<file path="config.mk">
export PLATFORM = sky130hd
export DESIGN_NAME = core_seq_ctrl
export DESIGN_NICKNAME = d
export VERILOG_FILES = /design/src/rtl/core_seq_ctrl.sv
export SDC_FILE = /design/constraint.sdc
export NUM_CORES = 1
export LEC_CHECK = 0
export CELL_PAD_IN_SITES_DETAIL_PLACEMENT = 0
export CELL_PAD_IN_SITES_GLOBAL_PLACEMENT = 2
export CORE_MARGIN = 2
export CORE_UTILIZATION = 33
export CTS_CLUSTER_DIAMETER = 150
export CTS_CLUSTER_SIZE = 10
export DETAILED_ROUTE_END_ITERATION = 10
export HOLD_SLACK_MARGIN = 0.03
export PLACE_DENSITY_LB_ADDON = 0.1
export SYNTH_ARGS = -nofsm -noshare
export SYNTH_HDL_FRONTEND = slang
export SYNTH_SLANG_ARGS = --single-unit
export TNS_END_PERCENT = 50
</file>
<file path="constraint.sdc">
create_clock -name clk -period 2.5 [get_ports clk]
set_input_delay 0.5 -clock clk [delete_from_list [all_inputs] [get_ports clk]]
set_output_delay 0.5 -clock clk [all_outputs]
set_load 0.02 [all_outputs]
</file>
<file path="src/rtl/core_seq_ctrl.sv">
// core_seq_ctrl -- multi-cycle instruction sequencer for the single-issue RV32 core.
//
// Walks each instruction through FETCH -> DECODE -> EXEC -> WB. It owns every
// sequencing strobe, the PC and the retire counter. It also detects EBREAK
// (halt), illegal encodings and fetch/ALU timeouts.
//
// Ports:
//   clk            core clock, rising edge
//   reset_n        asynchronous active-low reset
//   run_en         level: sequence instructions continuously
//   resume         pulse: leave HALT (skips the EBREAK)
//   clr_err        pulse: leave ERR (wins over resume)
//   instr          fetched instruction
//   instr_valid    instr valid this cycle
//   alu_data_valid ALU result valid (only looked at in EXEC)
//   next_instr     one-cycle fetch request (first FETCH cycle)
//   rs_addr_valid  one-cycle register-file read strobe (DECODE)
//   rd_wr_en       one-cycle register-file write strobe (WB, rd != x0)
//   op_done        one-cycle retire pulse (WB)
//   pc             address of the instruction in flight
//   busy/halted/err  status flags
//   err_code       0 none, 1 fetch timeout, 2 ALU timeout, 3 illegal
//   retire_cnt     retired instructions, saturating
//
// Optional build macro CORE_SEQ_STEP_EN adds:
//   step_req  (in)  pulse: in IDLE with run_en=0, execute a single instruction
//   step_done (out) pulses together with op_done of a stepped instruction
//
// All outputs are registered. They are computed from the next state, so each
// strobe is high during the cycle the FSM spends in the matching state.

module core_seq_ctrl #(
  parameter int              PC_W          = 32,
  parameter logic [PC_W-1:0] RESET_PC      = '0,
  parameter int              FETCH_TIMEOUT = 8,
  parameter int              ALU_TIMEOUT   = 16,
  parameter int              CNT_W         = 32
) (
  input  logic             clk,
  input  logic             reset_n,
  input  logic             run_en,
  input  logic             resume,
  input  logic             clr_err,
  input  logic [31:0]      instr,
  input  logic             instr_valid,
  input  logic             alu_data_valid,
  output logic             next_instr,
  output logic             rs_addr_valid,
  output logic             rd_wr_en,
  output logic             op_done,
  output logic [PC_W-1:0]  pc,
  output logic             busy,
  output logic             halted,
  output logic             err,
  output logic [1:0]       err_code,
  output logic [CNT_W-1:0] retire_cnt
`ifdef CORE_SEQ_STEP_EN
  ,
  input  logic             step_req,
  output logic             step_done
`endif
);

  typedef enum logic [2:0] {
    S_IDLE, S_FETCH, S_DECODE, S_EXEC, S_WB, S_HALT, S_ERR
  } state_t;

  localparam logic [31:0] EBREAK  = 32'h0010_0073;
  localparam int          TMO_MAX = (FETCH_TIMEOUT > ALU_TIMEOUT) ? FETCH_TIMEOUT : ALU_TIMEOUT;
  localparam int          TMO_W   = $clog2(TMO_MAX + 1);

  state_t           state_reg, state_next;
  logic [TMO_W-1:0] tmo_cnt_reg, tmo_cnt_inc;
  logic [31:0]      instr_q;
  logic             illegal, is_ebreak, busy_next;

  assign tmo_cnt_inc = tmo_cnt_reg + TMO_W'(1);
  // Low bits other than 2'b11 are compressed/reserved and are not supported.
  // All-zeros and all-ones are the canonical illegal encodings.
  assign illegal     = (instr_q[1:0] != 2'b11) || (instr_q == 32'h0) || (instr_q == 32'hFFFF_FFFF);
  assign is_ebreak   = (instr_q == EBREAK);

  always_comb begin
    state_next = state_reg;
    case (state_reg)
      S_IDLE: begin
        if (run_en) begin
          state_next = S_FETCH;
        end
`ifdef CORE_SEQ_STEP_EN
        else if (step_req) begin
          state_next = S_FETCH;
        end
`endif
      end
      S_FETCH: begin
        if (instr_valid) begin
          state_next = S_DECODE;
        end else if (tmo_cnt_inc == TMO_W'(FETCH_TIMEOUT)) begin
          state_next = S_ERR;
        end
      end
      S_DECODE: begin
        if (illegal) begin
          state_next = S_ERR;
        end else if (is_ebreak) begin
          state_next = S_HALT;
        end else begin
          state_next = S_EXEC;
        end
      end
      S_EXEC: begin
        if (alu_data_valid) begin
          state_next = S_WB;
        end else if (tmo_cnt_inc == TMO_W'(ALU_TIMEOUT)) begin
          state_next = S_ERR;
        end
      end
      S_WB:   state_next = run_en ? S_FETCH : S_IDLE;
      S_HALT: if (resume) state_next = S_FETCH;
      S_ERR:  if (clr_err) state_next = S_IDLE;
      default: state_next = S_IDLE;
    endcase
  end

  assign busy_next = (state_next != S_IDLE) && (state_next != S_HALT) && (state_next != S_ERR);

  always_ff @(posedge clk or negedge reset_n) begin
    if (!reset_n) begin
      state_reg     <= S_IDLE;
      tmo_cnt_reg   <= '0;
      instr_q       <= '0;
      pc            <= RESET_PC;
      retire_cnt    <= '0;
      err_code      <= 2'd0;
      next_instr    <= 1'b0;
      rs_addr_valid <= 1'b0;
      rd_wr_en      <= 1'b0;
      op_done       <= 1'b0;
      busy          <= 1'b0;
      halted        <= 1'b0;
      err           <= 1'b0;
    end else begin
      state_reg     <= state_next;
      next_instr    <= (state_next == S_FETCH) && (state_reg != S_FETCH);
      rs_addr_valid <= (state_next == S_DECODE);
      op_done       <= (state_next == S_WB);
      rd_wr_en      <= (state_next == S_WB) && (instr_q[11:7] != 5'd0);
      busy          <= busy_next;
      halted        <= (state_next == S_HALT);
      err           <= (state_next == S_ERR);

      // One counter serves both wait states; it restarts on every state change.
      if (state_next != state_reg) begin
        tmo_cnt_reg <= '0;
      end else if ((state_reg == S_FETCH) || (state_reg == S_EXEC)) begin
        tmo_cnt_reg <= tmo_cnt_inc;
      end

      if ((state_reg == S_FETCH) && instr_valid) begin
        instr_q <= instr;
      end

      // PC moves on retire, or on resume to step over the EBREAK.
      if ((state_reg == S_WB) || ((state_reg == S_HALT) && resume)) begin
        pc <= pc + PC_W'(4);
      end

      if ((state_reg == S_WB) && (retire_cnt != '1)) begin
        retire_cnt <= retire_cnt + CNT_W'(1);
      end

      if ((state_reg == S_ERR) && clr_err) begin
        err_code <= 2'd0;
      end else if ((state_next == S_ERR) && (state_reg != S_ERR)) begin
        err_code <= (state_reg == S_FETCH) ? 2'd1 :
                    (state_reg == S_EXEC)  ? 2'd2 : 2'd3;
      end
    end
  end

`ifdef CORE_SEQ_STEP_EN
  // Marks an instruction launched by step_req; it is dropped whenever the
  // sequencer stops being busy, so a halt/error also ends the step.
  logic step_mode_reg;

  always_ff @(posedge clk or negedge reset_n) begin
    if (!reset_n) begin
      step_mode_reg <= 1'b0;
      step_done     <= 1'b0;
    end else begin
      step_done <= (state_next == S_WB) && step_mode_reg;
      if ((state_reg == S_IDLE) && !run_en && step_req) begin
        step_mode_reg <= 1'b1;
      end else if (!busy_next) begin
        step_mode_reg <= 1'b0;
      end
    end
  end
`endif

endmodule

</file>
==> results.md <==
- First-pass GRT wire length: 19900 um
- Later-pin clock latency in the skew report: 0.35 ns
- Clk buf depth: 2
- Port Buf Inserts: 109
- Antenna violations before repair: 0
- Overall Global Routing Usage: 15.3%
- Starting density of the core: 33.8%
- Gpl congestion: 0.751
- ANT cells: 0
- Vias in the first global route: 3841
- Die width: 129 um
- Largest regs: instr_q: 32 flops, retire_cnt: 32 flops, pc: 30 flops
- Hold/Removal Path Class: flop to flop
- Setup violators final: 0
- Num rows: 45
- Critical path arrival: 2.49 ns
- Number of DRC markers in iteration 0: 190
- Syn avg cell area: 11.3 um^2
- GRT Residual Overflow: 0
- Status: complete, no violations
- Maxcap violations: 0
- Main flop type after synthesis: dfrtp_1
- Fmax: 0.442 GHz
- Number of H-tree levels: 3
- Mapped Area: 0.00514 mm^2
- Min Tclk post-route: 2.26 ns
- Num CTS Buffers: 9
- Final Cycle Share: 90.5%
- WHS: 0.487 ns
- # DRC: 0
- Core area: 0.0152 mm^2
- CTS tree: done
- Post-synth EDFFs: 0
- Syn. warnings: 0
- Clock transition at path regs: 0.07 ns
- CTS Sinks: 111
- Largest net degree at the start of global routing: 67
- Max IR drop VDD: 0.000402 V
- Ys async rst share: 100%
- WL/cell: 15.7 um
- Count of final hold-check violations: 0
- Worst-path fanout max: 6
- Netlist cell types: 50
- Endpoint class of the critical path: flop
- Pre-antenna DRT Iters: 4
- Clk_skew: 0.00915 ns
- Die Ht: 129 um
- Critical path required time: 2.73 ns
- Die area: 0.0166 mm^2
- Vias: 3846
- Layout Nets: 627
- DPL Wire Length: 9010 um
- Syn Inst Count: 456
- CP startpoint kind: flop
- Routed Antenna Nets: 0
- Worst-Margin Slew: 0.595 ns
- Leakage dissipation: 3.00 nW
- Reg2reg setup slack: 0.24 ns
- Unrepaired setup endpoints after global routing: no
- Register bit total from synthesis: 111
- Wirelength, routed: 12200 um
- Setup TNS: 0 ns
- Area grow syn2layout: 34.4%
- Vias per cell: 4.96
- Setup CP Type: flop to flop
- Rel. slew slack: 60.3%
- Clk root buf: clkbuf_16
- Io pins: 112
- Seq/Total Area, Yosys: 54.0%
- Fraction of layout cells with a size suffix above 1: 14.6%
- Pwr Density: 852 mW/mm^2
- Final Slew Violations: 0
## report_power, final
part	total (mW)	internal [mW]	switching (mW)
registers	2.62	2.23	0.387
clock network	1.49	0.831	0.660
logic	1.78	0.906	0.878
total	5.89	3.97	1.92
## critical path, cell delays in order, from the launching register on
cell	delay, ns
dfrtp_1	0.41
nor4_1	0.29
nand4_1	0.16
or4_4	0.56
a211oi_4	0.38
inv_2	0.11
nor3_1	0.20
a211oi_2	0.06
## per-stage QoR
step                instance area (um^2)  worst slack, ns  cells  utilization [%]  total power [mW]
detailed placement                  6570           0.0336    759             43.2              4.44
global placement                    6570            0.162    759             43.2              4.40
global route                        6910           0.0374    776             45.5              6.27
finish                              6910            0.238    776             45.5              5.89
floorplan                           5150            0.389    457                -              3.68
CTS                                 6890            0.145    775             45.3              5.98
## synth_stat cells, drive strengths merged (4+ instances only)
cell	instances	area [um^2]
buf	7	40.0
nor2	31	119
nor2b	5	31.3
ha	4	50.1
a21oi	4	20.0
nor3	12	85.1
and2	6	37.5
dfrtp	111	2780
nand4	22	144
nand2	38	143
nand3	34	170
clkbuf	6	22.5
xor2	31	272
nor4	10	77.6
inv	9	33.8
and3	15	95.1
and4	6	52.6
xnor2	32	280
a211oi	7	70.1
mux2	34	383
o21ai	6	33.8
## metal layers
metal | wire length [um] | track usage [%] | vias to the layer above
met4 | 132 | 3.64 | 0
met3 | 572 | 4.03 | 8
met5 | 0 | 0 | -
met2 | 5830 | 25.1 | 96
li1 | - | - | 1865
met1 | 5650 | 20.5 | 1877
## what timing repair did
action	CTS	global route
hold endpoints to repair	12	0
endpoints found under the setup margin	0	5
setup buffers	0	1
hold buffers	1	0
gates resized for setup	0	4
## worst paths after layout
path                                  start              to  depth (start not counted)
worst max-delay path            instr_q[19]            busy                          7
worst min-delay path                 pc[29]          pc[29]                          1
worst max register to register  instr_q[19]            busy                          7
worst min register to register       pc[29]          pc[29]                          1
max in group asynchronous           reset_n  retire_cnt[11]                          3
min in group asynchronous           reset_n          pc[20]                          2
## cell usage in the layout (no fill, tap or decap), types with 6 or more instances in the layout
cell type	n
xor2_1	31
and3_1	14
and2_1	6
nor4_1	9
nor2_1	30
nand2_1	38
and4_1	6
inv_1	8
buf_4	18
nand3_1	33
clkdlybuf4s50_1	108
clkbuf_16	9
xnor2_1	32
nand4_1	21
dfrtp_1	111
nor3_1	7
mux2_2	34
## layout make-up
class	count	area, um^2
fillers	1443	8290
multi-input cells	324	2290
clock inverters	4	52.6
well taps	188	235
clock buffers	11	253
flip-flops and latches	111	2780
repair buffers	129	1270
inverters	9	33.8
## kinds of logic (layout without fill, tap and decap cells)
group,count (synthesis),after routing,share of synthesized area [%]
buffers and inverters,22,153,1.87
adder cells (fa/ha/maj),4,4,0.973
multiplexers,37,37,8.03
flip-flops,111,111,54.0
AND/OR/NAND/NOR,193,193,20.7
XOR/XNOR,63,63,10.7
AO/OA/AOI/OAI,25,25,3.67
other,1,2,0.0729
No activity file was read; power rests on OpenSTA's default activity.
